$ cat src/rtl/shift_restore_if.sv
// Handshake bundle between the PE accumulator/tag source and shift_restore.
// The master side drives tags, accumulator beats and downstream ready; the slave side is shift_restore.
interface shift_restore_if #(
    parameter int ACC_BW = 32
);
    logic [1:0]        gemm_uno;
    logic              tag_valid_i;
    logic              tag_ready_o;
    logic [4:0]        shift_i;
    logic              acc_valid_i;
    logic              acc_ready_o;
    logic [ACC_BW-1:0] acc_i;
    logic              res_valid_o;
    logic              res_ready_i;
    logic [ACC_BW-1:0] res_o;

    modport master (
        output gemm_uno, tag_valid_i, shift_i, acc_valid_i, acc_i, res_ready_i,
        input  tag_ready_o, acc_ready_o, res_valid_o, res_o
    );

    modport slave (
        input  gemm_uno, tag_valid_i, shift_i, acc_valid_i, acc_i, res_ready_i,
        output tag_ready_o, acc_ready_o, res_valid_o, res_o
    );
endinterface

$ cat src/rtl/shift_restore.sv
// Re-applies the issue-time leading-one exponent to normalized div results.
// In-order tag FIFO plus a one-entry registered valid/ready result stage.
module shift_restore #(
    parameter int INT_BW = 5,
    parameter int FRA_BW = 10,
    parameter int MUL_BW = 16,
    parameter int ACC_BW = 32,
    parameter int DEPTH  = 4
) (
    input  logic           clk,
    input  logic           rst_n,
    shift_restore_if.slave bus
);
    localparam int PTR_W = $clog2(DEPTH);
    localparam int CNT_W = PTR_W + 1;
    localparam int TAG_W = $clog2(MUL_BW) + 1;
    // Exponent spans -FRA_BW..+INT_BW with headroom for any tag value.
    localparam int E_W   = $clog2((FRA_BW > INT_BW) ? FRA_BW : INT_BW) + 2;

    localparam logic [ACC_BW-1:0] SAT_POS = {1'b0, {(ACC_BW-1){1'b1}}};
    localparam logic [ACC_BW-1:0] SAT_NEG = {1'b1, {(ACC_BW-1){1'b0}}};

    logic [TAG_W-1:0] mem [DEPTH];
    logic [PTR_W-1:0] wr_ptr, rd_ptr;
    logic [CNT_W-1:0] count;
    logic             res_valid;
    logic [ACC_BW-1:0] res;

    logic is_div, tag_ready, acc_ready;
    logic push, pop, acc_fire;
    logic [TAG_W-1:0] head_tag;
    logic signed [E_W-1:0] e;
    logic [E_W-1:0] lsh, rsh;
    logic signed [ACC_BW-1:0] acc_s, lshifted;
    logic [ACC_BW-1:0] denorm;

    assign is_div    = (bus.gemm_uno == 2'b01);
    assign tag_ready = (count != CNT_W'(DEPTH));
    assign acc_ready = (~res_valid | bus.res_ready_i) & (~is_div | (count != '0));
    assign push      = bus.tag_valid_i & tag_ready;
    assign acc_fire  = bus.acc_valid_i & acc_ready;
    assign pop       = acc_fire & is_div;

    assign head_tag = mem[rd_ptr];
    assign e        = signed'(E_W'(head_tag)) - signed'(E_W'(FRA_BW));
    assign lsh      = unsigned'(-e);
    assign rsh      = unsigned'(e);
    assign acc_s    = bus.acc_i;

    // Left shift saturates when shifting back does not recover the operand,
    // i.e. some shifted-out bit differs from the new sign bit.
    always_comb begin
        lshifted = acc_s <<< lsh;
        denorm   = bus.acc_i;
        if (is_div && e > 0) begin
            denorm = acc_s >>> rsh;
        end else if (is_div && e < 0) begin
            if ((lshifted >>> lsh) != acc_s) begin
                denorm = acc_s[ACC_BW-1] ? SAT_NEG : SAT_POS;
            end else begin
                denorm = lshifted;
            end
        end
    end

    always_ff @(posedge clk) begin
        if (push) begin
            mem[wr_ptr] <= bus.shift_i;
        end
    end

    always_ff @(posedge clk or negedge rst_n) begin
        if (!rst_n) begin
            wr_ptr    <= '0;
            rd_ptr    <= '0;
            count     <= '0;
            res_valid <= 1'b0;
            res       <= '0;
        end else begin
            if (push) begin
                wr_ptr <= wr_ptr + 1'b1;
            end
            if (pop) begin
                rd_ptr <= rd_ptr + 1'b1;
            end
            count <= count + CNT_W'(push) - CNT_W'(pop);
            if (acc_fire) begin
                res       <= denorm;
                res_valid <= 1'b1;
            end else if (bus.res_ready_i) begin
                res_valid <= 1'b0;
            end
        end
    end

    assign bus.tag_ready_o = tag_ready;
    assign bus.acc_ready_o = acc_ready;
    assign bus.res_valid_o = res_valid;
    assign bus.res_o       = res;
endmodule

$ cat src/flat_wrapper.sv
// flat-port wrapper written by rule: the top's interface ports become plain ports
module shift_restore_flat 
#(
    parameter int INT_BW = 5,
    parameter int FRA_BW = 10,
    parameter int MUL_BW = 16,
    parameter int ACC_BW = 32,
    parameter int DEPTH  = 4
)
  (clk, rst_n, bus_gemm_uno, bus_tag_valid_i, bus_shift_i, bus_acc_valid_i, bus_acc_i, bus_res_ready_i, bus_tag_ready_o, bus_acc_ready_o, bus_res_valid_o, bus_res_o);
  shift_restore_if #(.ACC_BW(ACC_BW)) bus_i ();
  input  logic clk;
  input  logic rst_n;
  input wire logic [$bits(bus_i.gemm_uno)-1:0] bus_gemm_uno;
  input wire logic [$bits(bus_i.tag_valid_i)-1:0] bus_tag_valid_i;
  input wire logic [$bits(bus_i.shift_i)-1:0] bus_shift_i;
  input wire logic [$bits(bus_i.acc_valid_i)-1:0] bus_acc_valid_i;
  input wire logic [$bits(bus_i.acc_i)-1:0] bus_acc_i;
  input wire logic [$bits(bus_i.res_ready_i)-1:0] bus_res_ready_i;
  output wire logic [$bits(bus_i.tag_ready_o)-1:0] bus_tag_ready_o;
  output wire logic [$bits(bus_i.acc_ready_o)-1:0] bus_acc_ready_o;
  output wire logic [$bits(bus_i.res_valid_o)-1:0] bus_res_valid_o;
  output wire logic [$bits(bus_i.res_o)-1:0] bus_res_o;
  assign bus_i.gemm_uno = bus_gemm_uno;
  assign bus_i.tag_valid_i = bus_tag_valid_i;
  assign bus_i.shift_i = bus_shift_i;
  assign bus_i.acc_valid_i = bus_acc_valid_i;
  assign bus_i.acc_i = bus_acc_i;
  assign bus_i.res_ready_i = bus_res_ready_i;
  assign bus_tag_ready_o = bus_i.tag_ready_o;
  assign bus_acc_ready_o = bus_i.acc_ready_o;
  assign bus_res_valid_o = bus_i.res_valid_o;
  assign bus_res_o = bus_i.res_o;
  shift_restore #(.INT_BW(INT_BW), .FRA_BW(FRA_BW), .MUL_BW(MUL_BW), .ACC_BW(ACC_BW), .DEPTH(DEPTH)) u_core (.clk(clk), .rst_n(rst_n), .bus(bus_i));
endmodule
$ cat config.mk
export PLATFORM = sky130hd
export DESIGN_NAME = shift_restore_flat
export DESIGN_NICKNAME = d
export VERILOG_FILES = /design/src/rtl/shift_restore_if.sv /design/src/rtl/shift_restore.sv /design/src/flat_wrapper.sv
export SDC_FILE = /design/constraint.sdc
export NUM_CORES = 1
export LEC_CHECK = 0
export CAP_MARGIN = 20
export CORE_MARGIN = 2
export CORE_UTILIZATION = 50
export DETAILED_ROUTE_END_ITERATION = 10
export PLACE_DENSITY = 0.67
export SYNTH_ARGS = -nofsm -noshare
export SYNTH_HDL_FRONTEND = slang
export SYNTH_SLANG_ARGS = --single-unit
$ cat constraint.sdc
create_clock -name clk -period 19.3 [get_ports clk]
set_input_delay 5.79 -clock clk [delete_from_list [all_inputs] [get_ports clk]]
set_output_delay 5.79 -clock clk [all_outputs]
set_load 0.005 [all_outputs]
==> impl_metrics.yaml <==
status:
  status: "finished, final reports clean"
finish:
  drive_gt1_share_pct: 10.5
  area_delta_synth_final_pct: 10.9
  final_nets: 1520
timing:
  relSlewSlack_pct: 24.2
  rsz0062_at_grt: "false"
  fmax_mhz: 76.5
  tightest_slew_ps: 1130
  finalCritPeriodShare_pct: 67.8
  fin_setup_tns_ps: 0
  maxSlewViolCount: 0
  fin_crit_ps: 13080
  hold_viol: 0
  skew_ps: 5.37
  setup_violations: 0
cts:
  numCtsBuffers: 9
  htreeDepth: 3
  worstSkewPairLatency_ps: 330
  tritoncts: "yes"
  cts-root-buf: "clkbuf_16"
  hold_buffers: 0
  post_cts_buffers: 0
  path_clk_slew_ps: 50
  clock_sinks: 60
  clk_path_buf_depth: 2
  cts_resized: 0
place:
  portBuffers: 78
  place_hpwl_um: 40700
  place_congestion: 1.11
route:
  vias_per_cell: 7.84
  wire_per_inst_um: 32.2
  dr_total_vias: 13800
  drc: 0
  wl_um: 56500
  drtAntennaViolNets: 0
  drt-initial-drc-count: 2081
  firstDrtPassIters: 7
setup_path:
  reg2reg_from: "u_core.rd_ptr[0]"
  path_common_cell: "clkdlybuf4s50_1"
  r2r-end: "u_core.bus.res_o[19]"
  crit_path_top_delay_cell: "clkdlybuf4s50_1"
  r2r.worst_path.cells: 21
  critical_path_class: "input port to output pin"
  critPathMaxFanout: 3
  reg2reg_slack_ps: 9320
  crit_chain: "clkdlybuf4s50_1 > nand2b_1 > nor4_1 > a21oi_1 > clkdlybuf4s50_1"
  cp.arrival_ps: 7290
  critPathLaunch: "bus_gemm_uno[1]"
  cp.required_ps: 13510
  crit_path_end_kind: "output pin"
  crit_path_start_kind: "input port"
  cp_slowest_stage_delay_ps: 460
grt:
  grt_pass1_vias: 13100
  grt_start_max_net_pins: 68
  gr-total-overflow: 0
  antenna_found_initial: 2
  track_usage_pct: 46.5
  grt_pass1_wl_um: 83500
worst_hold_path:
  hold_depth: 2
  min_from: "u_core.bus.res_o[31]"
  hold_path_end: "u_core.bus.res_o[31]"
  hold_path_class: "flop to flop"
yosys:
  ys.flop_type: "dfrtp_1"
  postSynthAreaPerCell_um2: 7.52
  yosysSeqAreaShare_pct: 14.4
  synth_fp_nets: 1537
  synthCells: 1483
  syn_area_mm2: 0.0112
  synth-edff-count: 20
  synth-seq-cells: 60
  synthDistinctLibCells: 109
  yosysWarnings: 0
  async_reset_ff_share_pct: 66.7
floorplanning:
  dieWidth_um: 153
  row_count: 54
  ioPinCount: 79
  die_h_um: 153
  fp.coreArea_mm2: 0.0219
  dieArea_mm2: 0.0235
  start_util_pct: 51.0
job:
  maxCapViolCount: 0
kinds of logic (layout without fill, tap and decap cells):
kind of cell / Yosys count / after routing / share of synthesized area [%]
AOI/OAI and AO/OA: 505 / 505 / 32.5
DFF: 60 / 60 / 14.4
other: 0 / 3 / 0
xor gates and xnor gates: 18 / 18 / 2.05
buffers and inverters: 171 / 159 / 6.46
adders and majority gates: 10 / 10 / 1.19
and+or+nand+nor: 528 / 528 / 23.3
muxes: 191 / 191 / 20.1
worst max-delay path, delay by kind of cell:
| family | cells | cell delay (ps) |
|---|---|---|
| buffers and inverters | 2 | 870 |
| AND/OR/NAND/NOR | 2 | 500 |
| AO/OA/AOI/OAI | 1 | 120 |
Yosys cell counts, types with 7 or more instances:
master / instances / share of area [%]
a41oi_1: 23 / 1.8
xnor2_1: 8 / 0.63
buf_1: 17 / 0.57
or4_1: 11 / 0.74
a32oi_1: 18 / 1.4
a31oi_1: 20 / 1.1
o221ai_1: 12 / 0.94
inv_1: 17 / 0.57
and2_1: 13 / 0.73
a22oi_1: 15 / 1.0
and3_1: 15 / 0.84
or2_2: 7 / 0.39
a32o_1: 8 / 0.72
o22ai_1: 17 / 0.95
or3_1: 9 / 0.50
dfrtp_1: 40 / 9.0
nand2_1: 157 / 5.3
nor2b_1: 10 / 0.56
mux4_2: 25 / 5.0
mux2_2: 14 / 1.4
mux2i_1: 151 / 14
o21ai_1: 10 / 0.45
buf_2: 18 / 0.81
a211oi_1: 25 / 1.7
a221oi_1: 14 / 1.1
a2111oi_0: 9 / 0.71
o211ai_1: 23 / 1.5
nand4_1: 22 / 1.2
nor3_1: 37 / 1.7
edfxtp_1: 20 / 5.4
o31ai_1: 15 / 1.0
o21ai_0: 69 / 3.1
nand3_1: 32 / 1.4
a21oi_1: 106 / 4.8
o21a_1: 8 / 0.54
ha_1: 9 / 1.0
nand2b_1: 23 / 1.3
a21o_1: 17 / 1.1
nor2_1: 140 / 4.7
clkbuf_1: 108 / 3.6
o2111ai_1: 7 / 0.55
nor4_1: 15 / 0.84
through the flow:
stage	cells	utilization, %	setup slack [ps]	hold slack [ps]	cell area, µm²
2_1_floorplan	1483	-	7320	467	11200
3_3_place_gp	1733	54.9	6180	460	12000
3_5_place_dp	1734	54.9	6180	471	12000
4_1_cts	1750	56.5	6170	484	12400
5_1_grt	1751	56.5	6100	501	12400
6_report	1754	56.5	6220	473	12400
sequential cells by signal, summed over array words and instances, names as in the netlist:
register,cells
u_core.bus.res_o,32
u_core.count,3
u_core.mem,20
u_core.wr_ptr,2
u_core.bus.res_valid_o,1
u_core.rd_ptr,2
layout make-up:
| class | count | area, µm² |
|---|---|---|
| fill | 2075 | 9520 |
| multi-input combinational | 1252 | 8880 |
| sequential | 60 | 1600 |
| timing repair buffer | 125 | 1140 |
| tap | 280 | 350 |
| clock buffer | 10 | 229 |
| clock inverter | 6 | 103 |
| inverter | 18 | 67.6 |
| antenna | 3 | 7.51 |
worst max path at each step:
stage | end | slack [ps] | cells past startpoint
after floorplan | bus_acc_ready_o | 7320 | 3
after global placement | bus_acc_ready_o | 6180 | 5
after detailed placement | bus_acc_ready_o | 6180 | 5
after CTS | bus_acc_ready_o | 6170 | 5
after global routing | bus_acc_ready_o | 6100 | 5
final | bus_acc_ready_o | 6220 | 5
cell usage in the layout (no fill, tap or decap), types with 17 or more instances in the layout:
cell             synthesis  final
a211oi_1                25     25
a21o_1                  17     17
a21oi_1                106    106
a31oi_1                 20     20
a32oi_1                 18     18
a41oi_1                 23     23
buf_4                    5     46
clkdlybuf4s50_1          0     77
dfrtp_1                 40     39
edfxtp_1                20     20
inv_1                   17     17
mux2i_1                151    151
mux4_2                  25     24
nand2_1                157    157
nand2b_1                23     23
nand3_1                 32     32
nand4_1                 22     22
nor2_1                 140    138
nor3_1                  37     37
o211ai_1                23     23
o21ai_0                 69     69
o22ai_1                 17     17
layer usage:
| metal | vias up | track usage [%] | part of all wire, % |
|---|---|---|---|
| met5 | - | 0 | 0.030 |
| met4 | 2 | 35.5 | 9.2 |
| met3 | 332 | 11.8 | 13 |
| met2 | 1154 | 69.7 | 42 |
| met1 | 6547 | 57.1 | 35 |
| li1 | 5720 | - | - |
Power is not shown: default switching activity piles up to over one toggle a cycle in this logic, so the estimate is an artifact.
==> variant, RTL diff (same flow settings) <==
Make the reset (`rst_n`) synchronous in one clocked block.
--- a/src/rtl/shift_restore.sv
+++ b/src/rtl/shift_restore.sv
@@ -69,7 +69,7 @@
         end
     end
 
-    always_ff @(posedge clk or negedge rst_n) begin
+    always_ff @(posedge clk) begin
         if (!rst_n) begin
             wr_ptr    <= '0;
             rd_ptr    <= '0;
Check against the original RTL: differs if rst_n is asserted again (counterexample within 4 cycles, from zero or initial values and one cycle with rst_n low); with rst_n held inactive, the same outputs for 4 cycles.
==> variant against the original RTL <==
Worst setup slack better by 0.035 ns. Utilization is 0.48 points lower. Sequential cell count is 2 higher. First-iteration DRC count is 14% lower. Wire length is 15% lower. Synthesized area is 3.1% lower. Count of clock-buffer cells in the layout is 3 higher. Critical endpoint unchanged. Cell area is 4.5% lower. Non-clock buffer count is 19 lower. Synthesized cell count is 6.2% lower.
==> variant: results <==
[grt]
grtUsageTotal = 0.421
grt_pass1_vias = 11300
antenna_found_initial = 0
grt_max_degree = 68
grt_pass1_wl_mm = 71.4

[route]
num_vias = 12100
drtIter0Drc = 1792
routedWlPerCell_um = 29.3
dr.pass1.iters = 6

[power_and_ir_drop]
switchingPower_uw = 1100
leakagePower_uw = 0.00451
ir_worst_vdd_v = 0.000105

[synth]
netlist_top_cells_area = mux2i_1 (16%), mux4_2 (8.8%), dfxtp_1 (7.8%)
synth-seq-area-share = 0.133
ys_async_sr_fraction = 0
yosys.cell_types.count = 104
yosys-top-cells-count = mux2i_1 (173), nand2_1 (156), a21oi_1 (111)
synth_enable_flop_cells = 20
ys.flop_type = dfxtp_1
synth.net_count = 1445
ys_warn_count = 0

[sta]
slew_headroom = 0.230
fin_skew_ns = 0.00727

[placement]
dp_hpwl_mm = 34.4
place_area_mm2 = 0.0115
portBuffers = 78
gp_congestion = 1.07

[setup_path]
slowest_stage = clkdlybuf4s50_1
startpoint = bus_gemm_uno[0]
crit_arrival_ns = 7.25
cp_top_family = buffers and inverters
critPathMaxStageDelay_ns = 0.49
crit_fanout = 6

[cells_and_area]
seq_area_mm2 = 0.00144
largest_reg_flops = 32
drive_above_1_share = 0.106
fillers = 2014

[cts]
htreeDepth = 3
clkLatencyLatePin_ns = 0.34
clkTransAtPathRegs_ns = 0.05
cts_made_buffers = 9
post-cts-setup-buffers = 0
cts_resized = 0
root_buffer = clkbuf_16
clockBufferDepth = 2

[run_status]
status = finished clean

[worst_hold_path]
hp-class = flip-flop to flip-flop
min_from = u_core.bus.res_o[14]
-- variant: changes by cell type after synthesis, moves of 13 or more --
cell / delta
dfxtp_1: +42
dfrtp_1: -40
nor2_1: -33
mux2i_1: +22
a22oi_1: +19
a41oi_1: -19
a211oi_1: +17
mux4_2: +17
nand4_1: -16
o21ai_0: -14
a32oi_1: -13
-- variant: stage by stage --
stage	cells	worst slack (ns)
floorplan	1391	7.31
CTS	1638	6.28
detailed placement	1622	6.29
finish	1639	6.26
global placement	1621	6.35
global route	1638	6.20
-- variant: cells by family (layout without fill, tap and decap cells) --
family                     after synthesis  in the layout  share of synthesized area
AOI/OAI and AO/OA                      451            451                      0.289
xor gates and xnor gates                22             22                     0.0251
adders and majority gates               10             10                     0.0123
buffers and inverters                  168            140                     0.0692
DFF                                     62             62                      0.133
muxes                                  228            228                      0.265
other                                    0              1                          0
and+or+nand+nor                        450            450                      0.206
-- variant: worst register-to-register path, stage by stage (launching register included) --
cell and delay [ns]:
dfxtp_1 0.64, mux4_2 0.30, buf_4 0.49, inv_1 0.16
ha_2 1.07, xor2_4 0.20, buf_4 0.59, nor2_1 0.37
a221o_1 0.50, mux2i_1 0.61, o21ai_2 0.37, a22oi_2 0.56
mux2i_1 0.26, a21oi_1 0.34, or4b_1 0.47, o211a_1 0.14
o32ai_1 0.12, buf_4 0.24, nand2_1 0.11, o31ai_4 0.92
nand2_1 0.13, a221o_1 0.36
-- variant: area by class of cell --
cell class,instances,share of cell area
clock inverters,3,0.00127
flip-flops and latches,62,0.122
multi-input cells,1161,0.735
well taps,275,0.0291
clock buffers,13,0.0230
diodes,1,0.000212
inverters,18,0.00572
repair buffers,106,0.0838
-- variant: path summary, 6_finish.rpt --
check,to,slack (ns),cells past startpoint
min,u_core.bus.res_o[14],0.47,2
min reg2reg,u_core.bus.res_o[14],0.47,2
max reg2reg,u_core.bus.res_o[6],10.24,21
max,bus_acc_ready_o,6.26,4
-- variant: power groups by stage --
stage          sequential [µW]  combinational, µW  clock, µW
2_1_floorplan              165               1010          0
3_3_place_gp               168               1450          0
3_5_place_dp               168               1440          0
4_1_cts                    166               1450        159
5_1_grt                    168               1570        166
6_report                   166               1520        159
-- variant: routing by layer --
layer  wire, µm  share of wire  up-vias  global-route usage
li1           -              -     5274                   -
met1      17900           0.37     5749               0.541
met2      20800           0.43      894               0.641
met3       5400           0.11      230              0.0765
met4       3930          0.082        0               0.294
met5          0              0        -                   0
